### src/rtl/axi4_rd_arbiter_pkg.sv
// Shared types and constants for the AXI4 read-channel arbiter slice.
package axi4_arb_pkg;

    localparam int NM_MAX     = 4;
    localparam int BEAT_CNT_W = 8;

    typedef enum logic [1:0] {
        ST_IDLE = 2'd0,
        ST_ADDR = 2'd1,
        ST_DATA = 2'd2
    } arb_state_e;

endpackage

### src/rtl/axi4_rd_arbiter_if.sv
// Bundle of the NM-master read address/data channels and the single slave port.
// Valid/ready rule on every channel: a transfer happens on a rising edge where
// both valid and ready are high; the sender holds payload stable until then.
interface axi4_rd_arbiter_if #(
    parameter int AXI_ADDR_WIDTH = 64,
    parameter int AXI_DATA_WIDTH = 32,
    parameter int AXI_ID_WIDTH   = 4,
    parameter int NM             = 2
);
    logic [NM*AXI_ADDR_WIDTH-1:0] m_araddr;
    logic [NM*AXI_ID_WIDTH-1:0]   m_arid;
    logic [NM*8-1:0]              m_arlen;
    logic [NM-1:0]                m_arvalid;
    logic [NM-1:0]                m_arready;
    logic [AXI_DATA_WIDTH-1:0]    m_rdata;
    logic [AXI_ID_WIDTH-1:0]      m_rid;
    logic [1:0]                   m_rresp;
    logic                         m_rlast;
    logic [NM-1:0]                m_rvalid;
    logic [NM-1:0]                m_rready;

    logic [AXI_ADDR_WIDTH-1:0]    s_araddr;
    logic [AXI_ID_WIDTH-1:0]      s_arid;
    logic [7:0]                   s_arlen;
    logic                         s_arvalid;
    logic                         s_arready;
    logic [AXI_DATA_WIDTH-1:0]    s_rdata;
    logic [AXI_ID_WIDTH-1:0]      s_rid;
    logic [1:0]                   s_rresp;
    logic                         s_rlast;
    logic                         s_rvalid;
    logic                         s_rready;

    // slave: the arbiter's view; master: the surrounding masters plus memory slave
    modport slave (
        input  m_araddr, m_arid, m_arlen, m_arvalid, m_rready,
        input  s_arready, s_rdata, s_rid, s_rresp, s_rlast, s_rvalid,
        output m_arready, m_rdata, m_rid, m_rresp, m_rlast, m_rvalid,
        output s_araddr, s_arid, s_arlen, s_arvalid, s_rready
    );

    modport master (
        output m_araddr, m_arid, m_arlen, m_arvalid, m_rready,
        output s_arready, s_rdata, s_rid, s_rresp, s_rlast, s_rvalid,
        input  m_arready, m_rdata, m_rid, m_rresp, m_rlast, m_rvalid,
        input  s_araddr, s_arid, s_arlen, s_arvalid, s_rready
    );
endinterface

### src/rtl/axi4_rd_arbiter_rr.sv
// Combinational round-robin pick: first requester at or after ptr_i, wrapping.
module rr_arbiter
    import axi4_arb_pkg::*;
#(
    parameter int NM    = 2,
    parameter int IDX_W = 1
) (
    input  logic [NM-1:0]    req_i,
    input  logic [IDX_W-1:0] ptr_i,
    output logic [IDX_W-1:0] gnt_idx_o,
    output logic             gnt_valid_o
);
    int               cand;
    logic [IDX_W-1:0] idx;

    always_comb begin
        gnt_idx_o   = '0;
        gnt_valid_o = 1'b0;
        cand        = 0;
        idx         = '0;
        for (int i = 0; i < NM_MAX; i++) begin
            if (i < NM) begin
                cand = int'(ptr_i) + i;
                if (cand >= NM) cand = cand - NM;
                idx = cand[IDX_W-1:0];
                if (!gnt_valid_o && req_i[idx]) begin
                    gnt_valid_o = 1'b1;
                    gnt_idx_o   = idx;
                end
            end
        end
    end
endmodule

### src/rtl/axi4_rd_arbiter.sv
// NM-to-1 AXI4 read arbiter: one burst outstanding, round-robin grant,
// registered address channel, zero-latency read data routing to the owner.
module axi4_rd_arbiter
    import axi4_arb_pkg::*;
#(
    parameter int AXI_ADDR_WIDTH = 64,
    parameter int AXI_DATA_WIDTH = 32,
    parameter int AXI_ID_WIDTH   = 4,
    parameter int NM             = 2
) (
    input  logic             sys_clk_i,
    input  logic             resetn_i,
    axi4_rd_arbiter_if.slave bus_if,
    output logic             err_o,
    output arb_state_e       state_o
);
    localparam int IDX_W = (NM > 1) ? $clog2(NM) : 1;

    arb_state_e                state_q;
    logic [IDX_W-1:0]          grant_q;
    logic [IDX_W-1:0]          rr_ptr_q;
    logic [IDX_W-1:0]          rr_ptr_d;
    logic [AXI_ADDR_WIDTH-1:0] addr_q;
    logic [AXI_ID_WIDTH-1:0]   id_q;
    logic [7:0]                len_q;
    logic [BEAT_CNT_W-1:0]     cnt_q;
    logic                      err_q;
    logic [IDX_W-1:0]          gnt_idx;
    logic                      gnt_valid;
    logic                      rready;
    logic                      beat;

    rr_arbiter #(
        .NM    (NM),
        .IDX_W (IDX_W)
    ) u_rr (
        .req_i       (bus_if.m_arvalid),
        .ptr_i       (rr_ptr_q),
        .gnt_idx_o   (gnt_idx),
        .gnt_valid_o (gnt_valid)
    );

    assign rr_ptr_d = (grant_q == IDX_W'(NM - 1)) ? '0 : grant_q + 1'b1;
    assign rready   = (state_q == ST_DATA) && bus_if.m_rready[grant_q];
    assign beat     = bus_if.s_rvalid && rready;

    // Fields are captured at grant so the slave sees them stable through ADDR
    // even if the master changes its own copy meanwhile.
    always_ff @(posedge sys_clk_i or negedge resetn_i) begin
        if (!resetn_i) begin
            state_q  <= ST_IDLE;
            grant_q  <= '0;
            rr_ptr_q <= '0;
            addr_q   <= '0;
            id_q     <= '0;
            len_q    <= '0;
            cnt_q    <= '0;
            err_q    <= 1'b0;
        end else begin
            case (state_q)
                ST_IDLE: begin
                    if (gnt_valid) begin
                        grant_q <= gnt_idx;
                        addr_q  <= bus_if.m_araddr[int'(gnt_idx)*AXI_ADDR_WIDTH +: AXI_ADDR_WIDTH];
                        id_q    <= bus_if.m_arid[int'(gnt_idx)*AXI_ID_WIDTH +: AXI_ID_WIDTH];
                        len_q   <= bus_if.m_arlen[int'(gnt_idx)*8 +: 8];
                        state_q <= ST_ADDR;
                    end
                end
                ST_ADDR: begin
                    if (bus_if.s_arready) begin
                        cnt_q   <= len_q;
                        state_q <= ST_DATA;
                    end
                end
                ST_DATA: begin
                    if (beat) begin
                        // rlast must coincide exactly with the counter reaching zero
                        if (bus_if.s_rlast != (cnt_q == '0)) err_q <= 1'b1;
                        if (cnt_q != '0) cnt_q <= cnt_q - 1'b1;
                        if (bus_if.s_rlast) begin
                            state_q  <= ST_IDLE;
                            rr_ptr_q <= rr_ptr_d;
                        end
                    end
                end
                default: state_q <= ST_IDLE;
            endcase
        end
    end

    always_comb begin
        bus_if.m_arready = '0;
        bus_if.m_rvalid  = '0;
        if (state_q == ST_ADDR) bus_if.m_arready[grant_q] = bus_if.s_arready;
        if (state_q == ST_DATA) bus_if.m_rvalid[grant_q]  = bus_if.s_rvalid;
    end

    assign bus_if.s_arvalid = (state_q == ST_ADDR);
    assign bus_if.s_araddr  = addr_q;
    assign bus_if.s_arid    = id_q;
    assign bus_if.s_arlen   = len_q;
    assign bus_if.s_rready  = rready;

    assign bus_if.m_rdata   = bus_if.s_rdata;
    assign bus_if.m_rid     = bus_if.s_rid;
    assign bus_if.m_rresp   = bus_if.s_rresp;
    assign bus_if.m_rlast   = bus_if.s_rlast;

    assign err_o   = err_q;
    assign state_o = state_q;
endmodule

### src/flat_wrapper.sv
// flat-port wrapper written by rule: the top's interface ports become plain ports
module axi4_rd_arbiter_flat import axi4_arb_pkg::*;
#(
    parameter int AXI_ADDR_WIDTH = 64,
    parameter int AXI_DATA_WIDTH = 32,
    parameter int AXI_ID_WIDTH   = 4,
    parameter int NM             = 2
)
  (sys_clk_i, resetn_i, err_o, state_o, bus_if_m_araddr, bus_if_m_arid, bus_if_m_arlen, bus_if_m_arvalid, bus_if_m_rready, bus_if_s_arready, bus_if_s_rdata, bus_if_s_rid, bus_if_s_rresp, bus_if_s_rlast, bus_if_s_rvalid, bus_if_m_arready, bus_if_m_rdata, bus_if_m_rid, bus_if_m_rresp, bus_if_m_rlast, bus_if_m_rvalid, bus_if_s_araddr, bus_if_s_arid, bus_if_s_arlen, bus_if_s_arvalid, bus_if_s_rready);
  axi4_rd_arbiter_if #(.AXI_ADDR_WIDTH(AXI_ADDR_WIDTH), .AXI_DATA_WIDTH(AXI_DATA_WIDTH), .AXI_ID_WIDTH(AXI_ID_WIDTH), .NM(NM)) bus_if_i ();
  input  logic sys_clk_i;
  input  logic resetn_i;
  output logic err_o;
  output arb_state_e state_o;
  input wire logic [$bits(bus_if_i.m_araddr)-1:0] bus_if_m_araddr;
  input wire logic [$bits(bus_if_i.m_arid)-1:0] bus_if_m_arid;
  input wire logic [$bits(bus_if_i.m_arlen)-1:0] bus_if_m_arlen;
  input wire logic [$bits(bus_if_i.m_arvalid)-1:0] bus_if_m_arvalid;
  input wire logic [$bits(bus_if_i.m_rready)-1:0] bus_if_m_rready;
  input wire logic [$bits(bus_if_i.s_arready)-1:0] bus_if_s_arready;
  input wire logic [$bits(bus_if_i.s_rdata)-1:0] bus_if_s_rdata;
  input wire logic [$bits(bus_if_i.s_rid)-1:0] bus_if_s_rid;
  input wire logic [$bits(bus_if_i.s_rresp)-1:0] bus_if_s_rresp;
  input wire logic [$bits(bus_if_i.s_rlast)-1:0] bus_if_s_rlast;
  input wire logic [$bits(bus_if_i.s_rvalid)-1:0] bus_if_s_rvalid;
  output wire logic [$bits(bus_if_i.m_arready)-1:0] bus_if_m_arready;
  output wire logic [$bits(bus_if_i.m_rdata)-1:0] bus_if_m_rdata;
  output wire logic [$bits(bus_if_i.m_rid)-1:0] bus_if_m_rid;
  output wire logic [$bits(bus_if_i.m_rresp)-1:0] bus_if_m_rresp;
  output wire logic [$bits(bus_if_i.m_rlast)-1:0] bus_if_m_rlast;
  output wire logic [$bits(bus_if_i.m_rvalid)-1:0] bus_if_m_rvalid;
  output wire logic [$bits(bus_if_i.s_araddr)-1:0] bus_if_s_araddr;
  output wire logic [$bits(bus_if_i.s_arid)-1:0] bus_if_s_arid;
  output wire logic [$bits(bus_if_i.s_arlen)-1:0] bus_if_s_arlen;
  output wire logic [$bits(bus_if_i.s_arvalid)-1:0] bus_if_s_arvalid;
  output wire logic [$bits(bus_if_i.s_rready)-1:0] bus_if_s_rready;
  assign bus_if_i.m_araddr = bus_if_m_araddr;
  assign bus_if_i.m_arid = bus_if_m_arid;
  assign bus_if_i.m_arlen = bus_if_m_arlen;
  assign bus_if_i.m_arvalid = bus_if_m_arvalid;
  assign bus_if_i.m_rready = bus_if_m_rready;
  assign bus_if_i.s_arready = bus_if_s_arready;
  assign bus_if_i.s_rdata = bus_if_s_rdata;
  assign bus_if_i.s_rid = bus_if_s_rid;
  assign bus_if_i.s_rresp = bus_if_s_rresp;
  assign bus_if_i.s_rlast = bus_if_s_rlast;
  assign bus_if_i.s_rvalid = bus_if_s_rvalid;
  assign bus_if_m_arready = bus_if_i.m_arready;
  assign bus_if_m_rdata = bus_if_i.m_rdata;
  assign bus_if_m_rid = bus_if_i.m_rid;
  assign bus_if_m_rresp = bus_if_i.m_rresp;
  assign bus_if_m_rlast = bus_if_i.m_rlast;
  assign bus_if_m_rvalid = bus_if_i.m_rvalid;
  assign bus_if_s_araddr = bus_if_i.s_araddr;
  assign bus_if_s_arid = bus_if_i.s_arid;
  assign bus_if_s_arlen = bus_if_i.s_arlen;
  assign bus_if_s_arvalid = bus_if_i.s_arvalid;
  assign bus_if_s_rready = bus_if_i.s_rready;
  axi4_rd_arbiter #(.AXI_ADDR_WIDTH(AXI_ADDR_WIDTH), .AXI_DATA_WIDTH(AXI_DATA_WIDTH), .AXI_ID_WIDTH(AXI_ID_WIDTH), .NM(NM)) u_core (.sys_clk_i(sys_clk_i), .resetn_i(resetn_i), .bus_if(bus_if_i), .err_o(err_o), .state_o(state_o));
endmodule
### config.mk
export PLATFORM = sky130hd
export DESIGN_NAME = axi4_rd_arbiter_flat
export DESIGN_NICKNAME = d
export VERILOG_FILES = /design/src/rtl/axi4_rd_arbiter_pkg.sv /design/src/rtl/axi4_rd_arbiter_if.sv /design/src/rtl/axi4_rd_arbiter_rr.sv /design/src/rtl/axi4_rd_arbiter.sv /design/src/flat_wrapper.sv
export SDC_FILE = /design/constraint.sdc
export NUM_CORES = 1
export LEC_CHECK = 0
export ABC_AREA = 0
export ABC_CLOCK_PERIOD_IN_PS = 1600
export CORE_MARGIN = 4
export CORE_UTILIZATION = 32
export DETAILED_ROUTE_END_ITERATION = 10
export PLACE_DENSITY = 0.77
export SLEW_MARGIN = 40
export SYNTH_ARGS = -nofsm -noshare
export SYNTH_HDL_FRONTEND = slang
export SYNTH_SLANG_ARGS = --single-unit
### constraint.sdc
create_clock -name sys_clk_i -period 1.6 [get_ports sys_clk_i]
set_input_delay 0.32 -clock sys_clk_i [delete_from_list [all_inputs] [get_ports sys_clk_i]]
set_output_delay 0.32 -clock sys_clk_i [all_outputs]
set_load 0.02 [all_outputs]
# Yosys cells after proc, flatten, opt, wreduce, memory -nomap -nowiden
# Index checks and enable logic that the tools add are counted.
# Widths: inputs -> output; s select.
[op_classes] addsub=5 multipliers=0 div=0 n_lt_le_gt_ge=6 n_eq_ne=8 shifts=3 mux=26 n_bitwise=2 n_reduce_logical=14
[ops] op="$shiftx 128x8->64" n=1
[ops] op="$mux 8" n=3
[ops] op="$pmux 8 s2" n=1
[ops] op="$shiftx 16x5->8" n=1
[ops] op="$mux 1" n=14
[ops] op="$mux 2" n=6
[ops] op="$logic_not 8->1" n=1
[ops] op="$reduce_and 4->1" n=2
[ops] op="$reduce_bool 8->1" n=1
[ops] op="$shiftx 8x4->4" n=1
[ops] op="$sub 8x1->8 const B" n=1
[ops] op="$lt 1x2->1 const B" n=3
[ops] op="$ne 2x2->1 const B" n=3
[ops] op="$pmux 2 s3" n=1
[ops] op="$reduce_and 3->1" n=2
[ops] op="$and 2x2->2" n=2
[ops] op="$logic_and 1x1->1" n=4
[ops] op="$ne 2x1->1 const B" n=2
[ops] op="$add 1x1->2 const B" n=1
[ops] op="$eq 2x1->1 const B" n=1
[ops] op="$eq 2x2->1 const B" n=1
[ops] op="$ge 1x2->1 const B" n=1
[ops] op="$ge 2x2->1 const B" n=1
[ops] op="$logic_not 2->1" n=1
[ops] op="other kinds (8)" n=9
[word_totals] ff_bits=89 latch_bits=0 ram_bits=0 mem_bits_ro=0 in_bits=199 output_inout_bits=124 wordCells=72 n_memories=0

# Depth between registers and ports, before layout
# Gate-level depths: netlist of the first run.
[logic_depth] ltp_word=10 depth_mapped=6 mapped_depth_nobuf=6

# Hierarchy
# Synthesis of the first run repeated with hierarchy kept, for this count alone.
[unflattened] cells_unflattened=461 area_unflattened_um2=4551.9
[modules_own_cells] module="axi4_rd_arbiter" n_inst=1 cells_per_inst=458 area_each_um2=4534.3
[modules_own_cells] module="rr_arbiter" n_inst=1 cells_per_inst=3 area_each_um2=17.5

# Worst setup path after synthesis of the first run
# No wires, ideal clock.
[synth_timing] path_type="flip-flop to output port" start="reg u_core.state_q[1], in the netlist u_core.state_o[1]" end="out bus_if_m_arready[0]" arrival_time_ns=1.470 required_ns=1.280 path_slack_ns=-0.190 path_stages_with_launch=5 n_path_buf=1 path_cell_list="dfrtp_1 -> and2b_1 -> nand2_1 -> clkbuf_1 -> nor2_1"
[synth_via] elab_chain_len=2
[synth_rtl] item="from (decl)" line_no="axi4_rd_arbiter.sv:19" rtl="arb_state_e state_q;"
[synth_rtl] item="from (signal assigned)" line_no="axi4_rd_arbiter.sv:51" rtl="state_q <= ST_IDLE;"
[synth_rtl] item="from (signal assigned)" line_no="axi4_rd_arbiter.sv:67" rtl="state_q <= ST_ADDR;"
[synth_rtl] item="from (signal assigned)" line_no="axi4_rd_arbiter.sv:73" rtl="state_q <= ST_DATA;"
[synth_rtl] item="$eq 2x1->1"
[synth_rtl] item="named net bus_if_s_arvalid" line_no="flat_wrapper.sv:35" rtl="output wire logic [$bits(bus_if_i.s_arvalid)-1:0] bus_if_s_arvalid;"
[synth_rtl] item="$mux 2" line_no="axi4_rd_arbiter.sv:95" rtl="if (state_q == ST_ADDR) bus_if.m_arready[grant_q] = bus_if.s_arready;"
[synth_rtl] item="to (decl)" line_no="flat_wrapper.sv:26" rtl="output wire logic [$bits(bus_if_i.m_arready)-1:0] bus_if_m_arready;"
# The timed path passes the listed nets, and every way through them passes these cells.

# Worst setup path after layout of the first run
[layout_timing] start="reg u_core.cnt_q[0]" end="reg u_core.cnt_q[6]"
[layout_via] elab_chain_len=4
[layout_rtl] item="from (decl)" line_no="axi4_rd_arbiter.sv:26" rtl="logic [BEAT_CNT_W-1:0] cnt_q;"
[layout_rtl] item="from (signal assigned)" line_no="axi4_rd_arbiter.sv:72" rtl="cnt_q <= len_q;"
[layout_rtl] item="from (signal assigned)" line_no="axi4_rd_arbiter.sv:80" rtl="if (cnt_q != '0) cnt_q <= cnt_q - 1'b1;"
[layout_rtl] item="$sub 8x1->8" line_no="axi4_rd_arbiter.sv:80"
[layout_rtl] item="$mux 8" line_no="axi4_rd_arbiter.sv:80"
[layout_rtl] item="$mux 8" line_no="axi4_rd_arbiter.sv:77" rtl="if (beat) begin"
[layout_rtl] item="$pmux 8 s2" line_no="axi4_rd_arbiter.sv:60" rtl="case (state_q)"
# Parallel ways exist; a longest one is shown, timed or not. The select of a mux whose other input is x is not followed.
# A chain may end at the register's enable or synchronous reset.

==> flow_metrics.tcl, run 1 <==
set metrics [dict create \
    rsz0062_at_grt "yes" \
    internal_power_mw 7.77 \
    layout_common_cells "158 x clkdlybuf4s50_1, 88 x dfrtp_1, 84 x nor2_1" \
    avgSynthCellArea_sq_um 9.93 \
    power_mw 13.3 \
    grt_util_met3 0.0696 \
    final.period_utilization 1.00 \
    synthDistinctLibCells 42 \
    slew_violations 0 \
    cts.sinks 89 \
    clock.fmax_mhz 625 \
    violations "negative setup slack" \
    synth-async-reset-ratio 1.00 \
    hpwl_microns 11500 \
    path_clk_slew_ps 60 \
    wirelength_microns 15400 \
    pin_count 323 \
    drv_cap 0 \
    cp_num_buf_inv 1 \
    port_buffers 246 \
    hp-class "primary input to asynchronous set/reset pin" \
    die_w_microns 128 \
    finalHoldViolations 0 \
    gr-usage-met2 0.319 \
    first_pass_iters 4 \
    grt_pass1_vias 4505 \
    wl_per_cell_microns 17.5 \
    critPathKind "register to register" \
    synth_nets 663 \
    place_congestion 0.843 \
    final_common_cell "clkdlybuf4s50_1" \
    clkPwrFrac 0.155 \
    min_period_ps 1600 \
    cp-start-kind "register" \
    syn-instance-count 462 \
    die_h_microns 128 \
    layout.cells.non_filler 883 \
    syn_area_sq_um 4590 \
    synth-seq-cells 89 \
    n_antenna_cell 0 \
    syn2layout_area_growth_pct 67.4 \
    worstPathCellList "inv_2 > ha_4 > or3b_4 > o311a_1 > a31oi_1 > o21ai_1" \
    die-area_sq_um 16300 \
    grt_pass1_wl_microns 22700 \
    cts_buffer_depth 2 \
    num_vias 4238 \
    viasPerCell 4.80 \
    worst_path_dominant_cell_family "compound AO/OA/AOI/OAI gates" \
    outcome "finished with violations" \
    overflow 0 \
    cp.required_ps 1820 \
    grt_max_degree 54 \
    ir_worst_vdd_mv 1.02 \
    comb_power_share 0.539 \
    synth_edf_count 0 \
    p_sw_frac 0.415 \
    worstPathMaxFanout 4 \
    arrival_ps 1820 \
    antenna_left 0 \
    dp_cells 854 \
    rows 43 \
    global_route.usage.met1 0.189 \
    core_sq_um 13900 \
    yosysWarnings 0 \
    drt_iter0_drc 200 \
    drc 0 \
    setup_tns_ps -1.16 \
    p_leak_nw 3.47 \
    antenna_found_initial 0 \
    synth_flop_cell "dfrtp_1" \
    htreeDepth 3 \
    grt-busiest-layer "met2" \
    cts-root-buf "clkbuf_16" \
    slew_headroom 0.754 \
    drive_above_1_share 0.134 \
    clock_latency_ps 340 \
    skew_ps 4.95 \
    nNetsFinal 899 \
    seq_area_frac_synth 0.486 \
    max_stage_delay_ps 390 \
    end_kind "register" \
    setup_viol 1 \
    power_density_nw_per_um2 1730 \
    slowest_stage "dfrtp_1" \
    worstMarginPinSlew_ps 368 \
    grt_use_total 0.175 \
    start_util 0.329 \
    final.setup.worst_slack_ps -1.16 \
    p_seq_frac 0.307 \
    dp_slack_ps -351 \
    power_switching_mw 5.51 \
    cts_made_buffers 9 \
    cts_tree "done" \
]
==> per-stage QoR <==
stage                     utilization  area, sq um  hold slack (ps)
after floorplan                     -         4610             24.4
after global placement          0.518         7210              221
after detailed placement        0.518         7210              223
after CTS                       0.534         7430              420
after global routing            0.551         7680              441
final                           0.551         7680              428
==> synthesized netlist by cell type (2+ instances only) <==
cell type	number	area (sq um)
dfrtp_1	89	2230
nor2_1	87	327
a21oi_1	82	410
mux2i_1	78	781
buf_4	43	323
buf_2	13	65.1
clkbuf_1	8	30.0
inv_1	6	22.5
nand2_1	5	18.8
buf_1	4	15.0
a31oi_1	3	18.8
nand3_1	3	15.0
nor3_1	3	15.0
o211ai_1	3	22.5
o21ai_1	3	15.0
a22oi_1	2	15.0
ha_1	2	25.0
nand2b_1	2	12.5
nor3b_1	2	15.0
o311a_1	2	20.0
==> per-layer routing <==
metal,part of all wire,vias to the layer above
li1,-,2023
met1,0.36,2004
met2,0.54,182
met3,0.083,29
met4,0.015,0
met5,0,-
==> layout make-up <==
cell class / instances / area (sq um)
clock buffers: 14 / 284
clock inverters: 2 / 10.0
fillers: 1232 / 6260
inverters: 6 / 22.5
multi-input cells: 298 / 1980
flip-flops and latches: 89 / 2230
well taps: 180 / 225
repair buffers: 294 / 2930
==> registers in the layout, indices dropped and copies added, names as in the netlist <==
register                flops
u_core.bus_if.s_araddr     64
u_core.bus_if.s_arlen       8
u_core.cnt_q                8
u_core.bus_if.s_arid        4
u_core.state_o              2
u_core.err_o                1
u_core.grant_q              1
u_core.rr_ptr_q             1
==> power groups by stage <==
stage	registers [mW]	logic (mW)	clock network [mW]
global route	4.22	7.74	2.22
global placement	4.07	7.20	0
CTS	4.07	6.78	2.14
finish	4.07	7.15	2.06
floorplan	5.24	2.71	0
detailed placement	4.14	7.38	0
==> path summary, 6_finish.rpt <==
| check | depth (start not counted) | slack (ps) | from | endpoint |
|---|---|---|---|---|
| min reg2reg | 1 | 480 | u_core.err_o$_DFFE_PN0P_ | u_core.err_o$_DFFE_PN0P_ |
| max in group asynchronous | 3 | 590 | resetn_i | u_core.bus_if.s_araddr[57]$_DFFE_PN0P_ |
| max | 6 | -1 | u_core.cnt_q[0]$_DFFE_PN0P_ | u_core.cnt_q[6]$_DFFE_PN0P_ |
| min | 2 | 430 | resetn_i | u_core.bus_if.s_araddr[12]$_DFFE_PN0P_ |
| max reg2reg | 6 | -1 | u_core.cnt_q[0]$_DFFE_PN0P_ | u_core.cnt_q[6]$_DFFE_PN0P_ |
| min in group sys_clk_i | 1 | 480 | u_core.err_o$_DFFE_PN0P_ | u_core.err_o$_DFFE_PN0P_ |
==> logic make-up (layout without fill, tap and decap cells) <==
kind of cell	after synthesis	after routing	share of synthesized area
AND/OR/NAND/NOR	113	113	0.106
AO/OA/AOI/OAI	103	103	0.126
flip-flops	89	89	0.486
multiplexers	79	79	0.173
buffers and inverters	75	316	0.102
adder cells (fa/ha/maj)	2	2	0.00546
XOR/XNOR	1	1	0.00191
==> what timing repair did <==
item	4_1_cts	5_1_grt
gates resized for setup	112	22
setup endpoints to repair	90	25
hold endpoints to repair	18	0
setup buffers	3	4
cloned	0	5
hold buffers	1	0
pin swaps	1	3
No activity file was read; power rests on OpenSTA's default activity.
==> run 2, diff against run 1 <==
--- a/config.mk
+++ b/config.mk
@@ -10,8 +10,9 @@
 export CORE_MARGIN = 4
 export CORE_UTILIZATION = 32
 export DETAILED_ROUTE_END_ITERATION = 10
-export PLACE_DENSITY = 0.77
+export PLACE_DENSITY = 0.78
 export SLEW_MARGIN = 40
 export SYNTH_ARGS = -nofsm -noshare
 export SYNTH_HDL_FRONTEND = slang
+export SYNTH_HIERARCHICAL = 1
 export SYNTH_SLANG_ARGS = --single-unit
==> flow_metrics.tcl, run 2 <==
set metrics [dict create \
    critPathKind "register to register" \
    crit_path_frequent_cell "or4_4" \
    worstPathMaxFanout 2 \
    skew_ps 4.68 \
    slew_violations 0 \
    syn2layout_area_growth_pct 72.2 \
    slew_headroom 0.664 \
    post-synth-top-count-cell "dfrtp_1" \
    design_area_sq_um 7840 \
    crit_start "u_core/cnt_q[0]$_DFFE_PN0P_" \
    overflow 0 \
    drv_cap 0 \
    synthDistinctLibCells 40 \
    antenna_left 0 \
    die_h_microns 127 \
    syn_area_sq_um 4550 \
    hp-class "primary input to asynchronous set/reset pin" \
    cts_tree "done" \
    path_clk_slew_ps 60 \
    drt_iter0_drc 175 \
    drive_above_1_share 0.160 \
    htreeDepth 3 \
    viasPerCell 4.74 \
    num_vias 4253 \
    whs_ps -12.1 \
    grt_pass1_wl_microns 21800 \
    placedInstanceArea_sq_um 7320 \
    cp-start-kind "register" \
    worstMarginPinSlew_ps 504 \
    synthXorXnorAreaFrac 0.00192 \
    cts-root-buf "clkbuf_16" \
    rsz0062_at_grt "yes" \
    max_stage_delay_ps 530 \
    arrival_ps 1970 \
    final.period_utilization 1.10 \
    antenna_found_initial 0 \
    finalHoldViolations 8 \
    hpwl_microns 10900 \
    ir_worst_vdd_mv 0.762 \
    setup_viol 11 \
    outcome "finished with violations" \
    final.setup.worst_slack_ps -164 \
    largest_reg_flops 64 \
    grt_max_degree 90 \
    cts.sinks 89 \
    min_period_ps 1760 \
    synth-async-reset-ratio 1.00 \
    end_kind "register" \
    rows 43 \
    synth_nets 661 \
    worstPathCellList "buf_6 > or4_4 > or4_4 > nand3_2 > o221ai_2" \
    clock_latency_ps 330 \
    yosys.area_share.simple 0.106 \
    cts_buffer_depth 2 \
    grt_use_total 0.168 \
    slowest_stage "or4_4" \
    start_util 0.328 \
    synth-adder-area-share 0.00275 \
    die-area_sq_um 16200 \
    synthTopCellsByArea "dfrtp_1 49%, mux2i_1 17%, a21oi_1 8.8%" \
    avgSynthCellArea_sq_um 9.87 \
    yosysWarnings 6 \
    cp.required_ps 1810 \
    wl_per_cell_microns 16.3 \
    violations "negative hold slack, negative setup slack" \
    p_leak_nw 3.42 \
    first_pass_iters 7 \
    layout_common_cells "159 x clkdlybuf4s50_1, 87 x dfrtp_1, 85 x nor2_1" \
    pin_count 323 \
    clock.fmax_mhz 567 \
    synth.area.mux_share 0.176 \
    synth_top_family_by_area "multiplexers" \
    drc 0 \
    final_common_cell "clkdlybuf4s50_1" \
    nNetsFinal 913 \
    wirelength_microns 14600 \
    port_buffers 246 \
    place_congestion 0.893 \
    core_sq_um 13900 \
    n_antenna_cell 0 \
    synth_edf_count 0 \
    syn-instance-count 461 \
    synth-seq-cells 89 \
    synth_compound_area_frac 0.126 \
    fillers 1175 \
    die_w_microns 127 \
    yosysTopAreaCellShare 0.489 \
    reg2reg_from "u_core/cnt_q[0]$_DFFE_PN0P_" \
    power_density_nw_per_um2 1770 \
    seq_area_frac_synth 0.489 \
    grt_pass1_vias 4490 \
    synth_flop_cell "dfrtp_1" \
    yosysTopAreaCell "dfrtp_1" \
    synthTopCellsByCount "89 x dfrtp_1, 87 x nor2_1, 80 x a21oi_1" \
    cts_made_buffers 9 \
]
## run 2: cell types whose count changed in the layout (fill, tap and decap cells not counted), sizes merged, moves of 3 or more
| cell | before | now |
|---|---|---|
| a2bb2oi | 0 | 3 |
| clkbuf | 19 | 14 |
| inv | 6 | 9 |
| buf | 49 | 66 |
## run 2: worst max-delay path: cells and delay by family, from the launching register on
family,cells,cell delay (ps)
buf+inv,1,120
simple gates,3,1050
flops,1,390
compound gates,1,80
## run 2: cell families after synthesis
group	Yosys count
XOR/XNOR	1
AND/OR/NAND/NOR	111
buffers and inverters	76
multiplexers	80
AO/OA/AOI/OAI	103
adder cells (fa/ha/maj)	1
flip-flops	89
## run 2: final timing paths
path / end / depth (start not counted) / slack, ps
setup / recovery: u_core/cnt_q[7]$_DFFE_PN0P_ / 5 / -160
hold / removal: u_core/cnt_q[7]$_DFFE_PN0P_ / 2 / -10
setup reg to reg: u_core/cnt_q[7]$_DFFE_PN0P_ / 5 / -160
hold reg to reg: u_core/err_o$_DFFE_PN0P_ / 1 / 480
max in group asynchronous: u_core/state_o[1]$_DFFE_PN0P_ / 2 / 1160
min in group sys_clk_i: u_core/err_o$_DFFE_PN0P_ / 1 / 480
## run 2: area by class of cell
type                            instances  area (sq um)  area share
Clock buffer                           11           253      0.0322
Clock inverter                          5          77.6     0.00990
Inverter                                9          33.8     0.00431
Multi-Input combinational cell        296          2050       0.261
Sequential cell                        89          2230       0.284
Tap cell                              180           225      0.0287
Timing Repair Buffer                  308          2970       0.379
## run 2: where the power goes
part,internal (mW),switching [mW],total (mW)
Combinational,3.42,4.07,7.49
Clock,1.45,0.881,2.33
Sequential,3.37,0.691,4.06
## run 2: layer usage
metal  part of all wire  GRT usage
met1               0.39      0.195
met5                  0          0
met4              0.026     0.0776
met3              0.069     0.0431
met2               0.52      0.290
## run 2: per-stage QoR
stage,util,setup WS (ps),TNS (ps),instances,power [mW]
after CTS,0.551,-175,-1030,890,13.5
after global routing,0.565,-205,-4060,898,14.7
after detailed placement,0.527,-376,-25800,870,11.6
final,0.565,-164,-855,898,13.9
after global placement,0.527,-418,-20700,870,11.4
after floorplan,-,-34.7,-62.2,461,7.83
## run 2: repair_timing
item                                    4_1_cts  5_1_grt
cloned                                        0        2
gates resized for setup                     124       24
endpoints found under the setup margin       94       79
hold buffers                                  0        0
setup buffers                                 5        6
pin swaps                                     9        6
